$ cat src/rtl/conv_pixel_streamer.sv
// Frame-to-pixel serialiser feeding the convolution line buffer: captures a whole
// frame in one handshake, streams it highest index first, flushes, then pulses done.
module conv_pixel_streamer #(
    parameter int BitSize     = 4,
    parameter int N           = 3,
    parameter int ImageWidth  = 4,
    parameter int FlushCycles = ImageWidth*(N-1)/2 + (N-1)/2 + 1
) (
    input  logic                                          clk,
    input  logic                                          res,
    input  logic                                          in_valid,
    output logic                                          in_ready,
    input  logic [ImageWidth*ImageWidth-1:0][BitSize-1:0] in_image,
    input  logic                                          out_ready,
    output logic                                          out_valid,
    output logic [BitSize-1:0]                            out_data,
    output logic                                          out_done
);
    localparam int WW = ImageWidth*ImageWidth;
    localparam int IW = (WW > 1) ? $clog2(WW) : 1;
    localparam int CW = $clog2(FlushCycles+1);
    localparam logic [IW-1:0] IDX_LAST = IW'(WW-1);
    localparam logic [CW-1:0] CNT_LAST = CW'(FlushCycles-1);

    typedef enum logic [1:0] {IDLE, STREAM, FLUSH, DONE} state_t;

    state_t                       state, state_nx;
    logic [WW-1:0][BitSize-1:0]   frame, frame_nx;
    logic [IW-1:0]                idx, idx_nx;
    logic [CW-1:0]                cnt, cnt_nx;

    always_ff @(posedge clk or posedge res) begin
        if (res) begin
            state <= IDLE;
            frame <= '0;
            idx   <= IDX_LAST;
            cnt   <= '0;
        end else begin
            state <= state_nx;
            frame <= frame_nx;
            idx   <= idx_nx;
            cnt   <= cnt_nx;
        end
    end

    always_comb begin
        state_nx = state;
        frame_nx = frame;
        idx_nx   = idx;
        cnt_nx   = cnt;
        unique case (state)
            IDLE: begin
                if (in_valid) begin
                    frame_nx = in_image;
                    idx_nx   = IDX_LAST;
                    state_nx = STREAM;
                end
            end
            STREAM: begin
                // A stalled cycle holds idx so the same pixel is re-presented.
                if (out_ready) begin
                    if (idx != '0) begin
                        idx_nx = idx - IW'(1);
                    end else begin
                        cnt_nx   = '0;
                        state_nx = FLUSH;
                    end
                end
            end
            FLUSH: begin
                cnt_nx = cnt + CW'(1);
                if (cnt == CNT_LAST) state_nx = DONE;
            end
            DONE:    state_nx = IDLE;
            default: state_nx = IDLE;
        endcase
    end

    // Outputs decode registered state only, so no input reaches an output combinationally.
    assign in_ready  = (state == IDLE);
    assign out_valid = (state == STREAM);
    assign out_done  = (state == DONE);
    assign out_data  = (state == STREAM) ? frame[idx] : '0;

endmodule

$ cat config.mk
export PLATFORM = sky130hd
export DESIGN_NAME = conv_pixel_streamer
export DESIGN_NICKNAME = d
export VERILOG_FILES = /design/src/rtl/conv_pixel_streamer.sv
export SDC_FILE = /design/constraint.sdc
export NUM_CORES = 1
export LEC_CHECK = 0
export CAP_MARGIN = 25
export CORE_MARGIN = 2
export CORE_UTILIZATION = 40
export DETAILED_ROUTE_END_ITERATION = 8
export HOLD_SLACK_MARGIN = 0.05
export PLACE_DENSITY = 0.77
export SYNTH_ARGS = -nofsm -noshare
export SYNTH_HDL_FRONTEND = slang
export SYNTH_SLANG_ARGS = --single-unit
$ cat constraint.sdc
create_clock -name clk -period 2.9 [get_ports clk]
set_input_delay 0.29 -clock clk [delete_from_list [all_inputs] [get_ports clk]]
set_output_delay 0.29 -clock clk [all_outputs]
set_load 0.02 [all_outputs]
After elaboration in Yosys (flattened, before gate mapping)
Index checks and enable logic that the tools add are counted.
- equal/unequal tests: 9
- reductions and logical operators: 8
- $add $sub $neg: 2
- muxes and demuxes: 15
- $lt $le $gt $ge: 1
- operators by type and width (operator ; number):
    4-bit 2-to-1 mux ; 5
    4-bit binary-select mux with 4-bit select ; 1
    2-bit 2-to-1 mux ; 4
    2-bit != test, second input constant ; 4
    2-bit case mux with 4 select lines ; 1
    4-bit case mux with 2 select lines ; 1
    4-bit AND reduction ; 2
    3-bit 2-to-1 mux ; 2
    3-bit case mux with 2 select lines ; 1
    4-bit by 5-bit < comparator with 1-bit output, second input constant ; 1
    2-bit equality test, second input constant ; 2
    2-bit nonzero test ; 2
    4-bit nonzero test ; 1
    4-bit by 1-bit subtractor with 4-bit output, second input constant ; 1
    3-bit by 1-bit adder with 3-bit output, second input constant ; 1
    3-bit equality test, second input constant ; 1
    3-bit AND reduction ; 1
    2-bit by 1-bit equality test with 1-bit output, second input constant ; 1
    2-bit zero test ; 1
    2-bit by 1-bit != test with 1-bit output, second input constant ; 1
    2-bit AND reduction ; 1
- word-level logic and storage cells: 54
- output and inout bits: 7
- register bits after elaboration: 73

Longest topological paths before layout
- word-level depth: 4
- mapped depth: 8
- mapped depth without buffers: 6

Least setup slack after synthesis
Ideal clock, no wire load.
- kind: register -> register
- from: reg idx[0]
- to: reg idx[3]
- buffers on the path: 2
- required time: 2.819 ns
- setup slack: 0.719 ns
- clock period less this slack: 2.181 ns
- cell stages (with the launch flop): 9
- data arrival time: 2.100 ns
- library setup time: 0.081 ns
- cells stage by stage: dfstp_2 -> buf_6 -> buf_4 -> inv_2 -> ha_1 -> or3b_4 -> mux2i_4 -> or4_1 -> o211ai_1
- word-level cells in the longest chain between the ends: 4
- ends and longest elaborated chain (item ; line ; text):
    start, declared ; 29 ; logic [IW-1:0] idx, idx_nx;
    start signal, assigned ; 41 ; idx <= idx_nx;
    4-bit by 1-bit subtractor with 4-bit output ; 63 ; idx_nx = idx - IW'(1);
    4-bit 2-to-1 mux ; 62 ; if (idx != '0) begin
    4-bit 2-to-1 mux ; 61 ; if (out_ready) begin
    4-bit case mux with 2 select lines ; 51 ; unique case (state)
Parallel ways exist; a longest one is shown, timed or not. The select of a mux whose other input is x is not followed.
A chain may end at the register's enable or synchronous reset.

Final worst setup path
- from: reg idx[0]
- to: out out_data[2]
- word-level cells in the longest chain between the ends: 3
- ends and longest elaborated chain (item ; line ; text):
    4-bit binary-select mux with 4-bit select ; 83 ; assign out_data = (state == STREAM) ? frame[idx] : '0;
    4-bit 2-to-1 mux (implied by the code) ; 83 ;
    4-bit 2-to-1 mux ; 83 ;
    end, declared ; 16 ; output logic [BitSize-1:0] out_data,
No other way between the ends. The select of a mux whose other input is x is not followed.

==> results.cfg <==
[power_and_ir_drop]
seqPwrFrac_pct = 41.3
p_int_mw = 3.092
powerDensity_mw_per_mm2 = 999.7
pwr-share-clk_pct = 15.8
fin_total_pwr_mw = 4.641
switching_share_pct = 33.38
switching_power_mw = 1.549
irDropWorstVdd_mv = 0.3483
p_comb_share_pct = 42.8
power.leakage_nw = 2.018

[drt]
ant_nets = 0
routed-via-count = 2326
drt-met1-wl_um = 3240
wl_met2_um = 3630
wirelength_um = 7398
first_pass_iters = 4
wl_met3_um = 363
viasPerCell = 5.251
drcViolationCount = 0
routed.top_layer = met4
drt_iter0_drc = 83
wl_per_cell_um = 16.70

[setup_path]
regToRegStartpoint = idx[0]
worstPathRequired_ns = 2.61
startpoint_type = register
cp.arrival_ns = 2.23
rrSetupSlack_ns = 0.70
endpoint_kind = output port
cp_max_fo = 6
critical_path_class = register to output port
ff2ff_path_depth = 7
reg2reg_to = idx[3]

[clocking]
cts.sinks = 73
cts_max_level = 3
cts_buffers = 9
cts_tree = yes
clockBufferDepth = 2
cts_hold_buffers = 0
insertion_delay_ns = 0.34
cts-root-buf = clkbuf_8
cts.clk_slew.worst_paths_ns = 0.07

[sta]
worstMarginPinSlew_ns = 0.6636
clock_skew_ns = 0.003353
slew_violations = 0
setup_viol = 0
max_freq_mhz = 396.5
hold_violations = 0
fin_crit_sh_pct = 86.97
fin_setup_tns_ns = 0
rsz0062_at_grt = no
min_period_ns = 2.522
max_slew_margin_pct = 55.70
hold_slack_ns = 0.3604

[placement]
gp_congestion = 0.7702
dp_hpwl_um = 5436
io_buffers = 74

[run_status]
status = finished clean

[floorplan]
fp-row-count = 34
core-area_mm2 = 0.008636
die_area_mm2 = 0.009624
die_x_um = 98.10
floorplan.initialDensity_pct = 41.02
die_h_um = 98.10
pin_count = 75

[finish]
areaGrowthSynthToFinish_pct = 31.05
register_area_mm2 = 0.001836
multi_input_area_mm2 = 0.001598
layout.nets = 407
antenna_cells = 0
layout-drive-gt1-share_pct = 18.51
fill_cells = 719

[synth]
synth-seq-area-share_pct = 51.71
yosysUniqueCellTypes = 35
synthSimpleGateAreaFrac_pct = 4.698
synth_xor_xnor_area_share_pct = 0
synth_compound_area_share_pct = 5.263
ys_seq_elements = 73
synthCells = 249
syn_area_per_cell_um2 = 14.23
synth-adder-area-share_pct = 2.826
synth_top_family_by_area = multiplexers
async_flop_share_pct = 100.0
synth_edf_count = 0
synthMuxAreaShare_pct = 32.25
synthFlopType = dfrtp_1
synth_area_mm2 = 0.003542
yosysWarnings = 0
synth_fp_nets = 325

[global_routing]
grt_pass1_wl_um = 12430
antenna_found_initial = 0
overflow = 0
grt_max_degree = 46
track_usage_pct = 16.52
grt_pass1_vias = 2541

[run]
cap_violations = 0

[worst_hold_path]
holdCritPathClass = input port to asynchronous set/reset pin
==> cell usage after synthesis, types with 2 or more instances <==
master / n / area [µm²]
inv_2: 2 / 7.510
o211ai_1: 4 / 30.03
a22o_1: 2 / 17.52
a32oi_1: 3 / 26.28
nor2b_1: 3 / 18.77
mux4_2: 13 / 292.8
mux2i_1: 8 / 80.08
nand4_1: 3 / 18.77
mux2_1: 54 / 608.1
buf_6: 2 / 22.52
dfrtp_1: 69 / 1727
dfstp_2: 4 / 105.1
a21o_1: 2 / 15.01
nand2_1: 17 / 63.81
clkbuf_1: 5 / 18.77
buf_2: 5 / 25.02
buf_4: 2 / 15.01
o21ai_1: 5 / 25.02
mux2_2: 11 / 123.9
nand3_1: 4 / 20.02
inv_1: 7 / 26.28
ha_1: 8 / 100.1
nor2_1: 4 / 15.01
==> repair_timing <==
action                                 CTS  global route
setup endpoints to repair                4             4
pin swaps                                0             0
endpoints found under the hold margin    0             0
resized for setup                        0             5
setup buffers                            4             0
==> stage by stage <==
stage                     setup WS [ns]  instances  utilization (%)  cell area, µm²
after floorplan                  0.7190        249                -            3542
after global placement           0.3444        424            51.14            4417
after detailed placement         0.2940        424            51.14            4417
after CTS                       0.01452        443            53.59            4628
after global routing             0.2611        443            53.75            4642
final                            0.3778        443            53.75            4642
==> layout by cell type, fill, tap and decap left out, types with 5 or more instances in the layout <==
| cell type | instances |
|---|---|
| nand2_1 | 16 |
| clkbuf_8 | 12 |
| o21ai_1 | 5 |
| dfrtp_1 | 69 |
| ha_1 | 8 |
| mux2_2 | 11 |
| mux2_1 | 54 |
| buf_4 | 9 |
| inv_1 | 6 |
| mux2i_1 | 8 |
| mux4_2 | 13 |
| clkdlybuf4s50_1 | 70 |
==> registers in the layout, summed over array words and instances (netlist names) <==
name   flops
cnt        3
idx        4
frame     64
state      2
==> cells by family (layout without fill, tap and decap cells) <==
group | count (synthesis) | after routing
mux | 88 | 88
flops | 73 | 73
buf+inv | 23 | 109
simple gates | 35 | 35
fa+ha+maj | 8 | 8
compound gates | 22 | 22
==> critical path: stages, from the launching register on <==
cell and delay [ns]:
dfstp_2 0.62, mux4_2 0.52, mux2_2 0.28, a22o_1 0.25, dlymetal6s2s_1 0.21
==> power by group through the flow <==
stage / Clock [mW] / Sequential, mW / Combinational, mW
global route: 0.801 / 1.99 / 2.18
detailed placement: 0 / 1.95 / 1.96
global placement: 0 / 1.93 / 1.89
CTS: 0.751 / 1.92 / 2.02
finish: 0.735 / 1.92 / 1.99
floorplan: 0 / 1.75 / 1.57
==> routing by layer <==
layer	GRT usage, %	up-vias
met5	0	-
met4	7.372	0
met3	4.724	14
met2	26.45	60
met1	20.94	1169
li1	-	1083
==> area by class of cell <==
type                    instances  share of cell area [%]
flip-flops and latches         73                   39.54
well taps                     108                   2.911
multi-input cells             153                   34.42
clock inverters                 2                  0.2695
inverters                       9                  0.7278
repair buffers                 85                   18.49
clock buffers                  13                   3.639
==> worst max-delay path by stage <==
stage | from | to | slack, ns | cells after the start
after global placement | idx[0] | out_data[1] | 0.34 | 5
after CTS | state[1] | out_data[0] | 0.01 | 8
after global routing | idx[0] | out_data[2] | 0.26 | 6
final | idx[0] | out_data[2] | 0.38 | 4
after floorplan | idx[0] | idx[3] | 0.72 | 8
after detailed placement | idx[0] | out_data[1] | 0.29 | 5
Power figures use the tool's default switching activity.
